--- src/rtl/dpm_port_arbiter.sv ---
// Round-robin arbiter sharing one dual-port-memory port between N_REQ requesters.
// Latency: request reaches the memory in the grant cycle; read response MEM_RD_LAT+1 cycles after handshake.
// Backpressure: only the granted requester sees ready; responses cannot be stalled.
//
// Ports:
//   i_clk, i_rst                    clock (same as memory port) and synchronous active-high reset
//   i_req_valid/we/addr/wdata       per-requester request, packed by requester index
//   o_req_ready                     one-hot grant, completes the handshake with i_req_valid
//   o_rsp_valid, o_rsp_data         one-hot single-cycle read response strobe and its data
//   o_mem_en/we/addr/din, i_mem_dout  memory port
//   o_rd_inflight                   reads issued but not yet presented on o_rsp_valid
//
// Optional build macro DPM_ARB_PRIO0_EN: requester 0 gets absolute priority and the
// round-robin pointer only rotates over requesters 1..N_REQ-1.
module dpm_port_arbiter #(
    parameter int WIDTH      = 8,
    parameter int ADDR_WIDTH = 4,
    parameter int N_REQ      = 4,
    parameter int MEM_RD_LAT = 1
) (
    input  logic                        i_clk,
    input  logic                        i_rst,
    input  logic [N_REQ-1:0]            i_req_valid,
    input  logic [N_REQ-1:0]            i_req_we,
    input  logic [N_REQ*ADDR_WIDTH-1:0] i_req_addr,
    input  logic [N_REQ*WIDTH-1:0]      i_req_wdata,
    output logic [N_REQ-1:0]            o_req_ready,
    output logic [N_REQ-1:0]            o_rsp_valid,
    output logic [WIDTH-1:0]            o_rsp_data,
    output logic                        o_mem_en,
    output logic                        o_mem_we,
    output logic [ADDR_WIDTH-1:0]       o_mem_addr,
    output logic [WIDTH-1:0]            o_mem_din,
    input  logic [WIDTH-1:0]            i_mem_dout,
    output logic [3:0]                  o_rd_inflight
);

    localparam int IDX_W = $clog2(N_REQ);

`ifdef DPM_ARB_PRIO0_EN
    localparam logic [IDX_W-1:0] PTR_RST = IDX_W'(1);
`else
    localparam logic [IDX_W-1:0] PTR_RST = '0;
`endif

    logic [IDX_W-1:0] ptr;
    logic [IDX_W-1:0] gnt_idx;
    logic             gnt_vld;
    logic [IDX_W-1:0] cand_idx;
    int               cand;

    // Tag pipeline: stage s holds whether the request issued s+1 edges ago was a read.
    logic [MEM_RD_LAT:0]            tag_rd;
    logic [MEM_RD_LAT:0][IDX_W-1:0] tag_idx;

    logic rd_hs;
    logic rsp_fire;

    // Grant search: first valid requester at or after ptr, wrapping.
    always_comb begin
        gnt_vld  = 1'b0;
        gnt_idx  = '0;
        cand     = 0;
        cand_idx = '0;
`ifdef DPM_ARB_PRIO0_EN
        if (i_req_valid[0]) begin
            gnt_vld = 1'b1;
        end else begin
            // ptr lives in 1..N_REQ-1, so the wrap skips requester 0.
            for (int k = 0; k < N_REQ - 1; k++) begin
                cand = int'(ptr) + k;
                if (cand >= N_REQ) begin
                    cand = cand - (N_REQ - 1);
                end
                cand_idx = IDX_W'(cand);
                if (!gnt_vld && i_req_valid[cand_idx]) begin
                    gnt_vld = 1'b1;
                    gnt_idx = cand_idx;
                end
            end
        end
`else
        for (int k = 0; k < N_REQ; k++) begin
            cand = int'(ptr) + k;
            if (cand >= N_REQ) begin
                cand = cand - N_REQ;
            end
            cand_idx = IDX_W'(cand);
            if (!gnt_vld && i_req_valid[cand_idx]) begin
                gnt_vld = 1'b1;
                gnt_idx = cand_idx;
            end
        end
`endif
    end

    // Ready is only raised towards a valid requester, so a grant is always a handshake.
    always_comb begin
        o_req_ready = '0;
        if (gnt_vld) begin
            o_req_ready[gnt_idx] = 1'b1;
        end
    end

    always_comb begin
        o_mem_en   = |i_req_valid;
        o_mem_we   = 1'b0;
        o_mem_addr = '0;
        o_mem_din  = '0;
        if (gnt_vld) begin
            o_mem_we   = i_req_we[gnt_idx];
            o_mem_addr = i_req_addr[gnt_idx*ADDR_WIDTH +: ADDR_WIDTH];
            o_mem_din  = i_req_wdata[gnt_idx*WIDTH +: WIDTH];
        end
    end

    assign rd_hs    = gnt_vld & ~i_req_we[gnt_idx];
    // The inflight count drops on the same edge that raises o_rsp_valid, so a
    // read is no longer counted during the cycle its data is presented.
    assign rsp_fire = tag_rd[MEM_RD_LAT];

    always_ff @(posedge i_clk) begin
        if (i_rst) begin
            ptr           <= PTR_RST;
            tag_rd        <= '0;
            tag_idx       <= '0;
            o_rsp_valid   <= '0;
            o_rsp_data    <= '0;
            o_rd_inflight <= '0;
        end else begin
`ifdef DPM_ARB_PRIO0_EN
            if (gnt_vld && (gnt_idx != '0)) begin
                ptr <= (int'(gnt_idx) == N_REQ - 1) ? IDX_W'(1) : gnt_idx + IDX_W'(1);
            end
`else
            if (gnt_vld) begin
                ptr <= (int'(gnt_idx) == N_REQ - 1) ? '0 : gnt_idx + IDX_W'(1);
            end
`endif
            tag_rd[0]  <= rd_hs;
            tag_idx[0] <= gnt_idx;
            for (int s = 1; s <= MEM_RD_LAT; s++) begin
                tag_rd[s]  <= tag_rd[s-1];
                tag_idx[s] <= tag_idx[s-1];
            end

            if (rsp_fire) begin
                o_rsp_valid <= N_REQ'(1) << tag_idx[MEM_RD_LAT];
                o_rsp_data  <= i_mem_dout;
            end else begin
                o_rsp_valid <= '0;
            end

            case ({rd_hs, rsp_fire})
                2'b10:   o_rd_inflight <= o_rd_inflight + 4'd1;
                2'b01:   o_rd_inflight <= o_rd_inflight - 4'd1;
                default: o_rd_inflight <= o_rd_inflight;
            endcase
        end
    end

endmodule

--- config.mk ---
export PLATFORM = sky130hd
export DESIGN_NAME = dpm_port_arbiter
export DESIGN_NICKNAME = d
export VERILOG_FILES = /design/src/rtl/dpm_port_arbiter.sv
export SDC_FILE = /design/constraint.sdc
export NUM_CORES = 1
export LEC_CHECK = 0
export CORE_MARGIN = 2
export CORE_UTILIZATION = 34
export CTS_BUF_LIST = sky130_fd_sc_hd__clkbuf_8
export DETAILED_ROUTE_END_ITERATION = 10
export PLACE_DENSITY_LB_ADDON = 0.1
export REMOVE_ABC_BUFFERS = 1
export SETUP_SLACK_MARGIN = 0.15
export SLEW_MARGIN = 20
export SYNTH_ARGS = -nofsm -noshare
export SYNTH_HDL_FRONTEND = slang
export SYNTH_SLANG_ARGS = --single-unit
--- constraint.sdc ---
create_clock -name i_clk -period 2.57 [get_ports i_clk]
set_input_delay 0.3855 -clock i_clk [delete_from_list [all_inputs] [get_ports i_clk]]
set_output_delay 0.3855 -clock i_clk [all_outputs]
set_load 0.1 [all_outputs]
* Word level (Yosys, flattened, before mapping) *
Cells that the tools add are included.
W data, S select, Z words.

storage, ports and cells
  register bits after elaboration = 24
  output and inout port bits = 34
  input port bits = 66
  logic and storage cells = 76

operators by class
  multiplexer cells = 30
  equal/unequal tests = 3
  magnitude comparators = 10
  bitwise operators = 3
  shift-type cells = 3
  reduce and logical (&&, ||, !) cells = 10
  $add $sub $neg = 10

operator list
  cell                   count
  $shiftx A32 B6 Y8      1
  $mux W2                9
  $shiftx A16 B5 Y4      1
  $lt A2 B3 Y1 const B   5
  $mux W1                11
  $bmux W1 S2            5
  $ge A3 B3 Y1 const B   3
  $mux W4                2
  $mux W8                1
  $pmux W4 S2            1
  $sub A2 B1 Y2 const B  4
  $add A2 B2 Y3 const B  2
  $add A4 B1 Y4 const B  1
  $eq A2 B1 Y1 const B   2
  $logic_and A1 B1 Y1    4
  $reduce_or A4 Y1       1
  $shl A1 B2 Y4 const A  1
  $sub A4 B1 Y4 const B  1
  $add A2 B1 Y3 const B  1
  $ge A2 B3 Y1 const B   1
  $logic_not A1 Y1       3
  $add A2 B1 Y2 const B  1
  $demux W1 S2           1
  $eq A2 B2 Y1 const B   1
  5 further kinds        6

* Logic depth before layout (Yosys ltp) *
  depth after elaboration = 20
  mapped depth = 13
  gate-level depth less buffers = 13

* Worst setup path before layout *
OpenSTA, ideal clock, no wires.

  path type = register to output
  start = register ptr[1]
  end = output o_mem_addr[0]
  arrival time = 2.753 ns
  path slack = -0.569 ns
  stages on the path, launching flop included = 7
  required time = 2.184 ns
  buffers on the path = 1
  cell sequence = dfxtp_1 > mux2i_1 > o32ai_2 > nor2_4 > clkinv_4 > buf_2 > o22ai_1

on the way
  word-level cells in the longest chain between the ends = 16
  elaborated cells on any way between the ends = 39
  classes of those cells = add/sub: 7; order compare: 4; shift: 1; mux: 21; reduce/logical: 6

RTL lines
  item                                                                    RTL line  text
  start: declaration                                                      46        logic [IDX_W-1:0] ptr;
  start signal: assignment                                                137       ptr <= (int'(gnt_idx) == N_REQ - 1) ? '0 : gnt_idx + IDX_W'(1);
  parallel branches: the longest is 13 deep, another holds $add A2 B1 Y3  --
  $mux W2 *                                                               89        if (!gnt_vld && i_req_valid[cand_idx]) begin
  net gnt_idx[0]                                                          47        logic [IDX_W-1:0] gnt_idx;
  $shiftx A16 B5 Y4 *                                                     112       o_mem_addr = i_req_addr[gnt_idx*ADDR_WIDTH +: ADDR_WIDTH];
  $mux W4 *                                                               110       if (gnt_vld) begin
  end: declaration                                                        32        output logic [ADDR_WIDTH-1:0] o_mem_addr,

Mark *: on every way through the listed nets, which the timed path passes. The select of a mux whose other input is x is not followed.

* Worst setup path after layout *
  start = register ptr[1]
  end = register o_rd_inflight[2]

on the way
  word-level cells in the longest chain between the ends = 20
  elaborated cells on any way between the ends = 45
  classes of those cells = add/sub: 7; order compare: 4; eq/ne: 2; mux: 23; bitwise: 2; reduce/logical: 7

RTL lines
  item                                                                    RTL line  text
  parallel branches: the longest is 13 deep, another holds $add A2 B1 Y3  --
  $mux W2 *                                                               89
  net gnt_idx[0]                                                          47
  $bmux W1 S2 *                                                           117       assign rd_hs = gnt_vld & ~i_req_we[gnt_idx];
  $mux W1 (implied by the code) *                                         117
  $not A1 Y1 *                                                            117
  $and A1 B1 Y1 *                                                         117
  $eq A2 B1 Y1 / $eq A2 B2 Y1 (equally long branches)                     154       case ({rd_hs, rsp_fire})
  $pmux W4 S2 / $reduce_bool A2 Y1 (equally long branches)                --
  end signal: assignment                                                  155       2'b10: o_rd_inflight <= o_rd_inflight + 4'd1;
  end signal: assignment                                                  156       2'b01: o_rd_inflight <= o_rd_inflight - 4'd1;
  end signal: assignment                                                  157       default: o_rd_inflight <= o_rd_inflight;
  end: declaration                                                        35        output logic [3:0] o_rd_inflight

Marked as above.
A chain may end at the register's enable or synchronous reset.

==> metrics.txt <==
Iter 0 DRT Violations=38; Fin. Hold Viols=0; antenna-violating nets left=0; Area after DPL=~2800 um2; Worst Path Max Fanout=5; critical path type=flip-flop to flip-flop; Antenna diodes=0; Pwr per Cell Area=approximately 800 nW/um2; Fmax=around 0.4 GHz; placed cell count=about 320; DRT Pass-1 Iters=4; Flop pwr share=18.6%; Clk Latency, worst-skew pair=around 0.26 ns; cell count after synthesis=153; Num CTS Buffers=3; GRT overflow=0; clock power share=between 10% and 20%; status=finished clean; Worst slew margin=a little over half; Max Cap Viol=0; I/O Pins=100; core area=around 4400 um2; first-pass GRT wire length=roughly 7000 um; GP Congestion=roughly 0.74; CTS root buf=clkbuf_8; initial antenna violation count=0; layout net count=approximately 350; syn_area_per_cell=10.2 um2; DRT Wirelength=~4400 um; dpl hpwl=between 3000 and 4000 um; post-synthesis register bit count=24; Rows=24; post-cts hold buffer count=0; Num Clock Sinks=24; Post-Syn Area=~1600 um2; gr usage total=16.9%; post-synth top area share=between 30% and 40%; CTS tree=built; main area contributors after synthesis=dfxtp_1 31%, mux2i_1 23%, ha_1 5.6%; fillers=332; RSZ-0062 raised after global routing=true; port bufs=99; Starting Density=around 36%; H-tree levels=1; worst vdd ir=~0.00049 V; design area=3140 um2; Die H=~72 um; kind of start point of the critical path=flip-flop; die area=slightly above 5000 um2; CP cell instances=buf_6, mux2i_4, o32ai_4, nor2_4, clkinv_4, nand2_4, o2bb2a_4, ha_4, xor2_2, ha_2, a21oi_2, xor2_1, or3_1, a21oi_1; Net Switching=~1.2 mW; DRC Markers=0; vias in the first global route=1583; met2 global-route usage=around 30%; WP buf/inv=2; Synth area leader=dfxtp_1; die width=71.7 um; vias=1601; Clock Skew=0.000957 ns; Setup crit end kind=flip-flop; met3 GRT Util=slightly above 6%; wire per inst=13.4 um; Vias/cell=4.90; Slowest cell on crit path=dfxtp_2; Ys Warns=0; post-layout min period=around 2.5 ns; CP max stage delay=roughly 0.35 ns; critical path's top delay family=simple AND/OR/NAND/NOR gates; GRT Max-Usage Layer=met2; final setup fails=0; leakage power total=1.29 nW; Gate power share=roughly two thirds; Netlist cell types=38; pin count of the biggest net entering global routing=20; non-filler instance count after layout=~330; WP data required=between 2 and 3 ns; fin. max-slew vios=0; CP arrival=2.69 ns; sequential cell area fraction in the yosys report=30.8%; Worst Tran Pin Value=~0.68 ns; Clk pin slew, worst setup/hold paths=around 0.09 ns; Setup TNS=0 ns; Sw Ratio=47.7%; Hold Crit Class=flip-flop to flip-flop; met1 usage=18.8%; Pint=1.30 mW; Synth-to-Final Area Change=101%; Max clock buf depth=2; layout cells sized above 1=between 30% and 40%; final worst path period share=between 90% and 100%
==> registers in the layout, indices dropped and copies added (netlist names) <==
signal / count
o_rsp_data: 8
o_rd_inflight: 4
tag_idx: 4
ptr: 2
o_rsp_valid: 4
tag_rd: 2
==> Yosys cell counts <==
cell      instances
a22o_1            1
clkbuf_1          4
nand2_1           2
inv_1             3
and2_1            4
buf_2             1
nor2_1           14
xor2_1            4
mux2i_1          36
dfxtp_1          24
nor4b_1           2
nor3_2            1
nand4b_1          1
inv_2             2
o21ai_0           3
mux2i_4           1
and4b_1           1
or3_1             1
ha_1              7
nand3b_1          1
buf_6             1
nor4bb_1          2
o21ai_1           1
nor2b_1           3
buf_12            3
mux2_2            1
o2bb2a_4          2
nor4_2            1
nor3_1            1
nor3b_1           1
o32ai_2           1
a21oi_2           1
a21oi_1           5
o22ai_1          13
nand2_4           1
clkinv_4          1
o311a_1           1
nor2_4            1
==> worst reg2reg max path, stage by stage, from the launching register on <==
cell and delay (ns):
dfxtp_2 0.35, buf_6 0.14, mux2i_4 0.24, o32ai_4 0.12, nor2_4 0.18, clkinv_4 0.08
nand2_4 0.06, o2bb2a_4 0.15, ha_4 0.14, xor2_2 0.14, ha_2 0.20, a21oi_2 0.04
xor2_1 0.16, or3_1 0.30, a21oi_1 0.13
==> layer usage <==
metal | up-vias | share of wire [%]
li1 | 803 | -
met2 | 66 | 51
met4 | 0 | 1.5
met3 | 4 | 9.6
met1 | 728 | 38
met5 | - | 0
==> timing repair <==
action                                 in CTS  in global routing
cloned                                      0                  2
setup buffers                               1                  3
endpoints found under the hold margin       0                  0
setup endpoints to repair                  20                 18
pin swaps                                   7                  8
resized for setup                          21                 20
==> cell families (layout without fill, tap and decap cells) <==
family,count (synthesis),after routing,synth area share (%)
muxes,38,38,25.3
xor gates and xnor gates,4,4,2.25
DFF,24,24,30.8
and+or+nand+nor,37,37,14.9
adders and majority gates,7,7,5.62
buffers and inverters,15,137,7.63
AOI/OAI and AO/OA,28,28,13.5
==> worst paths after layout <==
kind                                 start               end  slack, ns  cells after the start
worst min-delay path            tag_idx[1]        tag_idx[3]       0.46                      1
worst max register to register      ptr[1]  o_rd_inflight[2]       0.07                     14
worst max-delay path                ptr[1]  o_rd_inflight[2]       0.07                     14
worst min register to register  tag_idx[1]        tag_idx[3]       0.46                      1
==> cell type report <==
type	count	area, um2	area share, %
clock buffers	3	41.3	1.32
clock inverters	1	30.0	0.958
inverters	6	27.5	0.878
multi-input cells	114	1100	35.1
flip-flops and latches	24	483	15.4
well taps	52	65.1	2.08
repair buffers	127	1390	44.3
==> cells in the final DEF (no fill, tap or decap), drive strengths merged, types with 3 or more instances in the layout <==
| cell type | synthesis | layout |
|---|---|---|
| a21oi | 6 | 6 |
| nand2 | 3 | 3 |
| buf | 5 | 61 |
| clkdlybuf4s50 | 0 | 61 |
| mux2i | 37 | 37 |
| inv | 5 | 5 |
| nor2 | 15 | 15 |
| xor2 | 4 | 4 |
| ha | 7 | 7 |
| o21ai | 4 | 4 |
| o22ai | 13 | 13 |
| dfxtp | 24 | 24 |
| nor2b | 3 | 3 |
| clkbuf | 4 | 4 |
| and2 | 4 | 4 |
==> per-stage QoR <==
step	hold WS (ns)	util, %	total power [mW]	worst slack, ns
after floorplan	0.414	-	1.43	-0.543
final	0.458	71.5	2.48	0.0657
after detailed placement	0.436	64.5	2.01	-0.580
after global placement	0.420	64.5	2.01	-0.490
after CTS	0.456	67.4	2.37	0.0991
after global routing	0.471	71.5	2.58	-0.0591
==> power by group through the flow <==
| stage | combinational (mW) | sequential, mW | clock [mW] |
|---|---|---|---|
| 6_report | 1.69 | 0.460 | 0.332 |
| 2_1_floorplan | 0.800 | 0.634 | 0 |
| 3_5_place_dp | 1.55 | 0.459 | 0 |
| 5_1_grt | 1.76 | 0.467 | 0.352 |
| 3_3_place_gp | 1.55 | 0.459 | 0 |
| 4_1_cts | 1.58 | 0.455 | 0.333 |
Note: power is estimated with default switching activity, not from simulation.
